`src/rtl/tmr_fault_monitor.sv`:
```
// TMR fault monitor: per-hart mismatch counters and persistence/no-majority FSM.
// Optional resync pulse on FAULTY entry when TMR_FAULT_MONITOR_RESYNC_EN is defined.
module tmr_fault_monitor #(
  parameter int NHARTS      = 3,
  parameter int CNT_W       = 16,
  parameter int PERSIST_THR = 4
) (
  input  logic                    clk_i,
  input  logic                    rst_i,
  input  logic                    vote_valid_i,
  input  logic                    error_i,
  input  logic [NHARTS-1:0]       error_id_i,
  input  logic                    clear_i,
  input  logic                    ack_i,
  output logic [NHARTS*CNT_W-1:0] err_cnt_o,
  output logic [NHARTS-1:0]       faulty_hart_o,
  output logic                    fatal_o,
  output logic [1:0]              state_o,
  output logic                    irq_o,
  output logic                    resync_req_o
);

  typedef enum logic [1:0] {
    ST_OK      = 2'd0,
    ST_SUSPECT = 2'd1,
    ST_FAULTY  = 2'd2,
    ST_FATAL   = 2'd3
  } state_e;

  localparam logic [7:0]        THR = 8'(PERSIST_THR);
  localparam logic [NHARTS-1:0] ONE = NHARTS'(1);

  state_e            state_q, state_d;
  logic [7:0]        run_q, run_d;
  logic [NHARTS-1:0] suspect_q, suspect_d;
  logic [NHARTS-1:0] faulty_q, faulty_d;
  logic              irq_q;
  logic              id_onehot;
  logic              ev_clean, ev_single, ev_nomaj;
  logic              enter_faulty, enter_fatal;
  logic              wipe;

  assign wipe      = rst_i | clear_i;
  assign id_onehot = (|error_id_i) &
                     ~(|(error_id_i & (error_id_i - ONE)));
  assign ev_clean  = vote_valid_i & ~error_i;
  assign ev_single = vote_valid_i & error_i & id_onehot;
  assign ev_nomaj  = vote_valid_i & error_i & ~id_onehot;

  for (genvar i = 0; i < NHARTS; i++) begin : g_cnt
    logic [CNT_W-1:0] cnt_q;

    always_ff @(posedge clk_i) begin
      if (wipe) begin
        cnt_q <= '0;
      end else if (ev_single && error_id_i[i] && cnt_q != '1) begin
        cnt_q <= cnt_q + 1'b1;
      end
    end

    assign err_cnt_o[i*CNT_W +: CNT_W] = cnt_q;
  end

  always_comb begin
    state_d   = state_q;
    run_d     = run_q;
    suspect_d = suspect_q;
    faulty_d  = faulty_q;
    unique case (state_q)
      ST_OK: begin
        if (ev_nomaj) begin
          state_d = ST_FATAL;
        end else if (ev_single) begin
          suspect_d = error_id_i;
          run_d     = 8'd1;
          if (THR == 8'd1) begin
            state_d  = ST_FAULTY;
            faulty_d = error_id_i;
          end else begin
            state_d = ST_SUSPECT;
          end
        end
      end
      ST_SUSPECT: begin
        if (ev_nomaj) begin
          state_d = ST_FATAL;
        end else if (ev_single) begin
          if (error_id_i == suspect_q) begin
            run_d = run_q + 8'd1;
            if (run_q + 8'd1 == THR) begin
              state_d  = ST_FAULTY;
              faulty_d = suspect_q;
            end
          end else begin
            suspect_d = error_id_i;
            run_d     = 8'd1;
          end
        end else if (ev_clean) begin
          state_d   = ST_OK;
          run_d     = 8'd0;
          suspect_d = '0;
        end
      end
      ST_FAULTY: begin
        if (ev_nomaj) state_d = ST_FATAL;
      end
      ST_FATAL: begin
        state_d = ST_FATAL;
      end
      default: begin
        state_d = ST_FATAL;
      end
    endcase
  end

  assign enter_faulty = (state_d == ST_FAULTY) && (state_q != ST_FAULTY);
  assign enter_fatal  = (state_d == ST_FATAL) && (state_q != ST_FATAL);

  always_ff @(posedge clk_i) begin
    if (wipe) begin
      state_q   <= ST_OK;
      run_q     <= 8'd0;
      suspect_q <= '0;
      faulty_q  <= '0;
      irq_q     <= 1'b0;
    end else begin
      state_q   <= state_d;
      run_q     <= run_d;
      suspect_q <= suspect_d;
      faulty_q  <= faulty_d;
      // a fresh entry wins over a same-cycle acknowledge
      if (enter_faulty || enter_fatal) begin
        irq_q <= 1'b1;
      end else if (ack_i) begin
        irq_q <= 1'b0;
      end
    end
  end

`ifdef TMR_FAULT_MONITOR_RESYNC_EN
  logic resync_q;

  always_ff @(posedge clk_i) begin
    if (wipe) begin
      resync_q <= 1'b0;
    end else begin
      resync_q <= enter_faulty;
    end
  end

  assign resync_req_o = resync_q;
`else
  assign resync_req_o = 1'b0;
`endif

  assign state_o       = state_q;
  assign faulty_hart_o = faulty_q;
  assign fatal_o       = (state_q == ST_FATAL);
  assign irq_o         = irq_q;

endmodule

```
`config.mk`:
```
export PLATFORM = sky130hd
export DESIGN_NAME = tmr_fault_monitor
export DESIGN_NICKNAME = d
export VERILOG_FILES = /design/src/rtl/tmr_fault_monitor.sv
export SDC_FILE = /design/constraint.sdc
export NUM_CORES = 1
export LEC_CHECK = 0
export ABC_AREA = 1
export BUFFER_PORTS_ARGS = -buffer_cell sky130_fd_sc_hd__buf_2
export CAP_MARGIN = 20
export CORE_UTILIZATION = 35
export CTS_BUF_LIST = sky130_fd_sc_hd__clkbuf_2
export DETAILED_ROUTE_END_ITERATION = 7
export SYNTH_ARGS = -nofsm -noshare
export SYNTH_HDL_FRONTEND = slang
export SYNTH_SLANG_ARGS = --single-unit
```
`constraint.sdc`:
```
create_clock -name clk_i -period 1.8 [get_ports clk_i]
set_input_delay 0.27 -clock clk_i [delete_from_list [all_inputs] [get_ports clk_i]]
set_output_delay 0.27 -clock clk_i [all_outputs]
set_load 0.005 [all_outputs]
```
Word-level counts from Yosys, hierarchy flattened
Index checks and enable logic that the tools add are counted.
- mux-type cells: 25
- eq/ne operators: 17
- bitwise gates (word level): 11
- reductions and logical operators: 17
- add/sub/neg operators: 5
- operators with widths (cell ; count):
    $add A16 B1 Y16 const B ; 3
    $mux W8 ; 6
    $ne A16 B16 Y1 const B ; 3
    $mux W3 ; 6
    $mux W2 ; 8
    $pmux W8 S2 ; 1
    $ne A2 B2 Y1 const B ; 5
    $reduce_and A5 Y1 ; 2
    $add A8 B1 Y8 const B ; 1
    $eq A2 B2 Y1 const B ; 4
    $eq A8 B3 Y1 const B ; 1
    $logic_and A1 B1 Y1 ; 8
    $pmux W2 S4 ; 1
    $ne A3 B3 Y1 const B ; 2
    $pmux W3 S2 ; 1
    $reduce_and A6 Y1 ; 1
    $reduce_or A3 Y1 ; 2
    $and A1 B1 Y1 ; 5
    $not A1 Y1 ; 4
    $reduce_bool A2 Y1 ; 2
    $and A3 B3 Y3 ; 1
    $eq A3 B3 Y1 ; 1
    $sub A3 B1 Y3 const B ; 1
    $eq A2 B1 Y1 const B ; 1
    other kinds (4) ; 5
- word-level logic and storage cells: 83
- input port bits: 9
- flip-flop bits (word level): 65
- output and inout port bits: 56

Logic depth before layout (Yosys ltp)
- word-level depth: 13
- mapped depth: 13
- depth with buffers taken out: 13

Worst setup path after synthesis
Ideal clock, no wire load.
- path kind: register to register
- start: reg g_cnt[2].cnt_q[0]
- end: reg g_cnt[2].cnt_q[13]
- data arrival time: 1.588 ns
- buffers on the path: 1
- period minus slack after synthesis: 1.720 ns
- setup slack: 0.080 ns
- stages on the path, launching flop included: 12
- setup time: 0.132 ns
- data required time: 1.668 ns
- path through: dfxtp_1 -> ha_1 -> nand3_1 -> nor2_2 -> nand2_2 -> nor2_4 -> nand2_2 -> nand2_4 -> inv_4 -> buf_6 -> o21ai_1 -> a21oi_1
- longest elaborated chain between the ends: 2
- elaborated cells between the ends (all ways): 3
- those cells by class: add/sub (1); eq/ne (1); reduce/logical (1)
- RTL lines (item ; line ; RTL):
    start: declaration ; 51 ; logic [CNT_W-1:0] cnt_q;
    start signal: assignment ; 57 ; cnt_q <= cnt_q + 1'b1;
    parallel branches: the longest is 2 deep, another holds $add A16 B1 Y16 ; -- ;
Parallel ways; which one is timed is not known.
A chain may end at the register's enable or synchronous reset.

Worst setup path in the final report
- start: in error_id_i[0]
- end: reg g_cnt[1].cnt_q[15]
- longest elaborated chain between the ends: 8
- elaborated cells between the ends (all ways): 9
- those cells by class: add/sub (1); bitwise (4); reduce/logical (4)
- RTL lines (item ; line ; RTL):
    start: declaration ; 12 ; input logic [NHARTS-1:0] error_id_i,
    $sub A3 B1 Y3 ; 45 ; ~(|(error_id_i & (error_id_i - ONE)));
    $and A3 B3 Y3 ; 45 ;
    $reduce_or A3 Y1 ; 45 ;
    $not A1 Y1 ; 45 ;
    $and A1 B1 Y1 * ; 44 ; assign id_onehot = (|error_id_i) &
    $and A1 B1 Y1 * ; 47 ; assign ev_single = vote_valid_i & error_i & id_onehot;
    $logic_and A1 B1 Y1 * (2 in a row) ; 56 ; end else if (ev_single && error_id_i[i] && cnt_q != '1) begin
    end signal: assignment ; 57 ;
    end: declaration ; 51 ;
Every way passes the cells marked *; elsewhere a longest branch is shown, timed or not.

==> flow_metrics.py <==
metrics = {
    "floorplan": {
        "die_area_sq_um": 11200,
        "die_h_um": 106,
        "start_util_pct": 36.4,
        "coreArea_sq_um": 10400,
        "pin_count": 65,
        "rows": 37,
        "dieWidth_um": 106,
    },
    "worst_setup_path": {
        "slowest_delay_ns": 0.54,
        "crit_family": "buffers and inverters",
        "cp_data_required_time_ns": 2.22,
        "critPathBufInv": 4,
        "critPathLaunchType": "input port",
        "cp_max_fo": 7,
        "crit_type": "input port to flop",
        "crit_path_frequent_cell": "nand2_2",
        "arrival_ns": 2.18,
        "slowest_stage": "dlygate4sd3_1",
        "critPathCaptureType": "flop",
        "crit_chain": "dlygate4sd3_1, buf_2, inv_1, nand2_1, nand2_2, nand2_4, nor2_8, nand2_2, a21oi_4, buf_4, o21ai_1, a21oi_1",
    },
    "final_layout": {
        "drive_gt1_share_pct": 24.7,
        "layout.nets": 657,
        "multi_input_area_sq_um": 2140,
        "diodes": 0,
        "fill_cells": 1097,
        "area_delta_synth_final_pct": 21.2,
        "layout.area.seq_sq_um": 1310,
    },
    "synthesis": {
        "syn-cell-area_sq_um": 3770,
        "synth_nets": 566,
        "synth_cell_types": 41,
        "synth_seq_cells": 65,
        "syn_inst": 552,
        "seq_area_frac_synth_pct": 34.5,
        "synthTopCellsByArea": "dfxtp_1 34%, nand2_1 14%, inv_1 6.6%",
        "yosysTopAreaCell": "dfxtp_1",
        "yosysMostFrequentCell": "nand2_1",
        "synth_edf_count": 0,
        "synth_ff_type": "dfxtp_1",
        "synth_warnings": 0,
        "synth_commonest_cells": "139 x nand2_1, 66 x inv_1, 65 x dfxtp_1, 49 x a21oi_1, 39 x nor2_1",
        "avgSynthCellArea_sq_um": 6.83,
        "async_flop_share_pct": 0,
        "netlist.area_leader.share_pct": 34.5,
    },
    "place": {
        "io_buffers": 63,
        "place_ws_ns": 0.0246,
        "hpwl_um": 7260,
        "gp_congestion": 0.905,
    },
    "drt": {
        "routed_wl_um": 9750,
        "ant_nets": 0,
        "num_vias": 3789,
        "drt_first_pass_iters": 4,
        "drt-initial-drc-count": 166,
        "drc": 0,
        "vias_per_cell": 4.83,
        "wl_per_cell_um": 12.4,
    },
    "power_and_ir_drop": {
        "share_seq_of_total_power_pct": 57.9,
        "ir_drop_uv": 345,
        "finalPower_uw": 2530,
        "sw_frac_of_total_pct": 27.5,
        "combPwrFrac_pct": 7.6,
        "powerDensity_nw_per_um2": 554,
        "p_int_uw": 1830,
        "p_leak_uw": 0.00179,
        "p_sw_uw": 696,
        "clock_power_share_pct": 34.5,
    },
    "clocking": {
        "cts_root_buf": "clkbuf_2",
        "clock_latency_ns": 0.50,
        "clk_pin_slew_ns": 0.18,
        "cts.sinks": 65,
        "cts_tree": "yes",
        "h-tree-depth": 3,
        "clockBufferDepth": 2,
        "cts_buffers": 9,
    },
    "sta": {
        "slew_violations": 0,
        "fin_worst_skew_ns": 0.0266,
        "setup_ws_ns": 0.0488,
        "fmax_mhz": 571,
        "fin_crit_sh_pct": 97.3,
        "whs_ns": 0.0795,
        "hold_viol": 0,
        "layout_min_cycle_time_ns": 1.75,
        "setup-violations-final": 0,
    },
    "grt": {
        "grt-ovfl-total": 0,
        "grt_usage_pct": 18.2,
        "grt_max_degree": 32,
        "grt_pass1_vias": 3681,
        "grt_pass1_wl_um": 16400,
        "antenna_found_initial": 0,
    },
    "min_path": {
        "hp-class": "input port to flop",
    },
    "run": {
        "max_cap_viol_count": 0,
    },
    "status": {
        "status": "complete, no violations",
    },
}
flip-flops by register name, indices dropped and copies added (netlist names):
| register | cells |
|---|---|
| irq_o | 1 |
| state_o | 2 |
| g_cnt.cnt_q | 48 |
| run_q | 8 |
| faulty_hart_o | 3 |
| suspect_q | 3 |
through the flow:
stage	area, sq um	utilization, %	std cells	setup TNS (ns)
floorplan	3770	-	552	0
global placement	4370	42.1	764	0
detailed placement	4370	42.1	764	0
CTS	4500	43.4	783	0
global route	4570	44.1	784	-0.0276
finish	4570	44.1	784	0
path summary, 6_finish.rpt:
kind         depth (start not counted)            endpoint               from  slack [ns]
max                                 12  g_cnt[1].cnt_q[15]      error_id_i[0]        0.05
min                                  3        suspect_q[1]      error_id_i[1]        0.08
max reg2reg                          8  g_cnt[0].cnt_q[14]  g_cnt[0].cnt_q[1]        0.10
min reg2reg                          2    faulty_hart_o[0]   faulty_hart_o[0]        0.46
power by group through the flow:
stage               logic [uW]  registers, uW  clock network [uW]
global route               215           1470                 977
floorplan                  127           1490                   0
detailed placement         182           1490                   0
finish                     193           1460                 872
CTS                        188           1460                 916
global placement           179           1490                   0
tightest hold or removal path, stage by stage:
cell and delay (ns):
buf_2 0.15, nand2_1 0.07, a21oi_1 0.05
layer usage:
layer	vias to the layer above	GRT usage [%]	wire length [um]
met1	1711	21.1	4380
met4	0	8.33	125
li1	1970	-	-
met3	12	4.27	505
met5	-	0	0
met2	96	31.5	4730
area by class of cell:
class                   instances  share of cell area, %
clock buffers                  10                   1.09
clock inverters                 6                   1.29
inverters                      74                   6.27
multi-input cells             401                   46.9
flip-flops and latches         65                   28.7
well taps                     136                   3.72
repair buffers                 92                   12.1
cells by family after synthesis:
| group | count (synthesis) | synth area share, % |
|---|---|---|
| AO/OA/AOI/OAI | 93 | 13.4 |
| XOR/XNOR | 21 | 4.88 |
| adder cells (fa/ha/maj) | 5 | 1.66 |
| buffers and inverters | 86 | 9.65 |
| flip-flops | 65 | 34.5 |
| other | 1 | 0.0994 |
| AND/OR/NAND/NOR | 281 | 35.8 |
placed cells by master, fill, tap and decap left out, drive strengths merged:
cell type	n
nand2	152
buf	89
inv	72
dfxtp	65
a21oi	55
nor2	45
o21ai	33
nand3	30
nor3	26
xor2	11
xnor2	10
clkbuf	10
nand4	10
nor3b	7
nand3b	5
ha	5
clkinv	5
a31oi	4
nor4	3
dlygate4sd3	3
and3	2
clkinvlp	2
and2	1
o21a	1
conb	1
bufinv	1
repair_timing:
item / in CTS / in global routing
gates resized for setup: 0 / 19
hold buffers: 3 / 0
endpoints found under the hold margin: 3 / 0
setup endpoints to repair: 0 / 29
setup buffers: 0 / 1
Power figures use the tool's default switching activity.
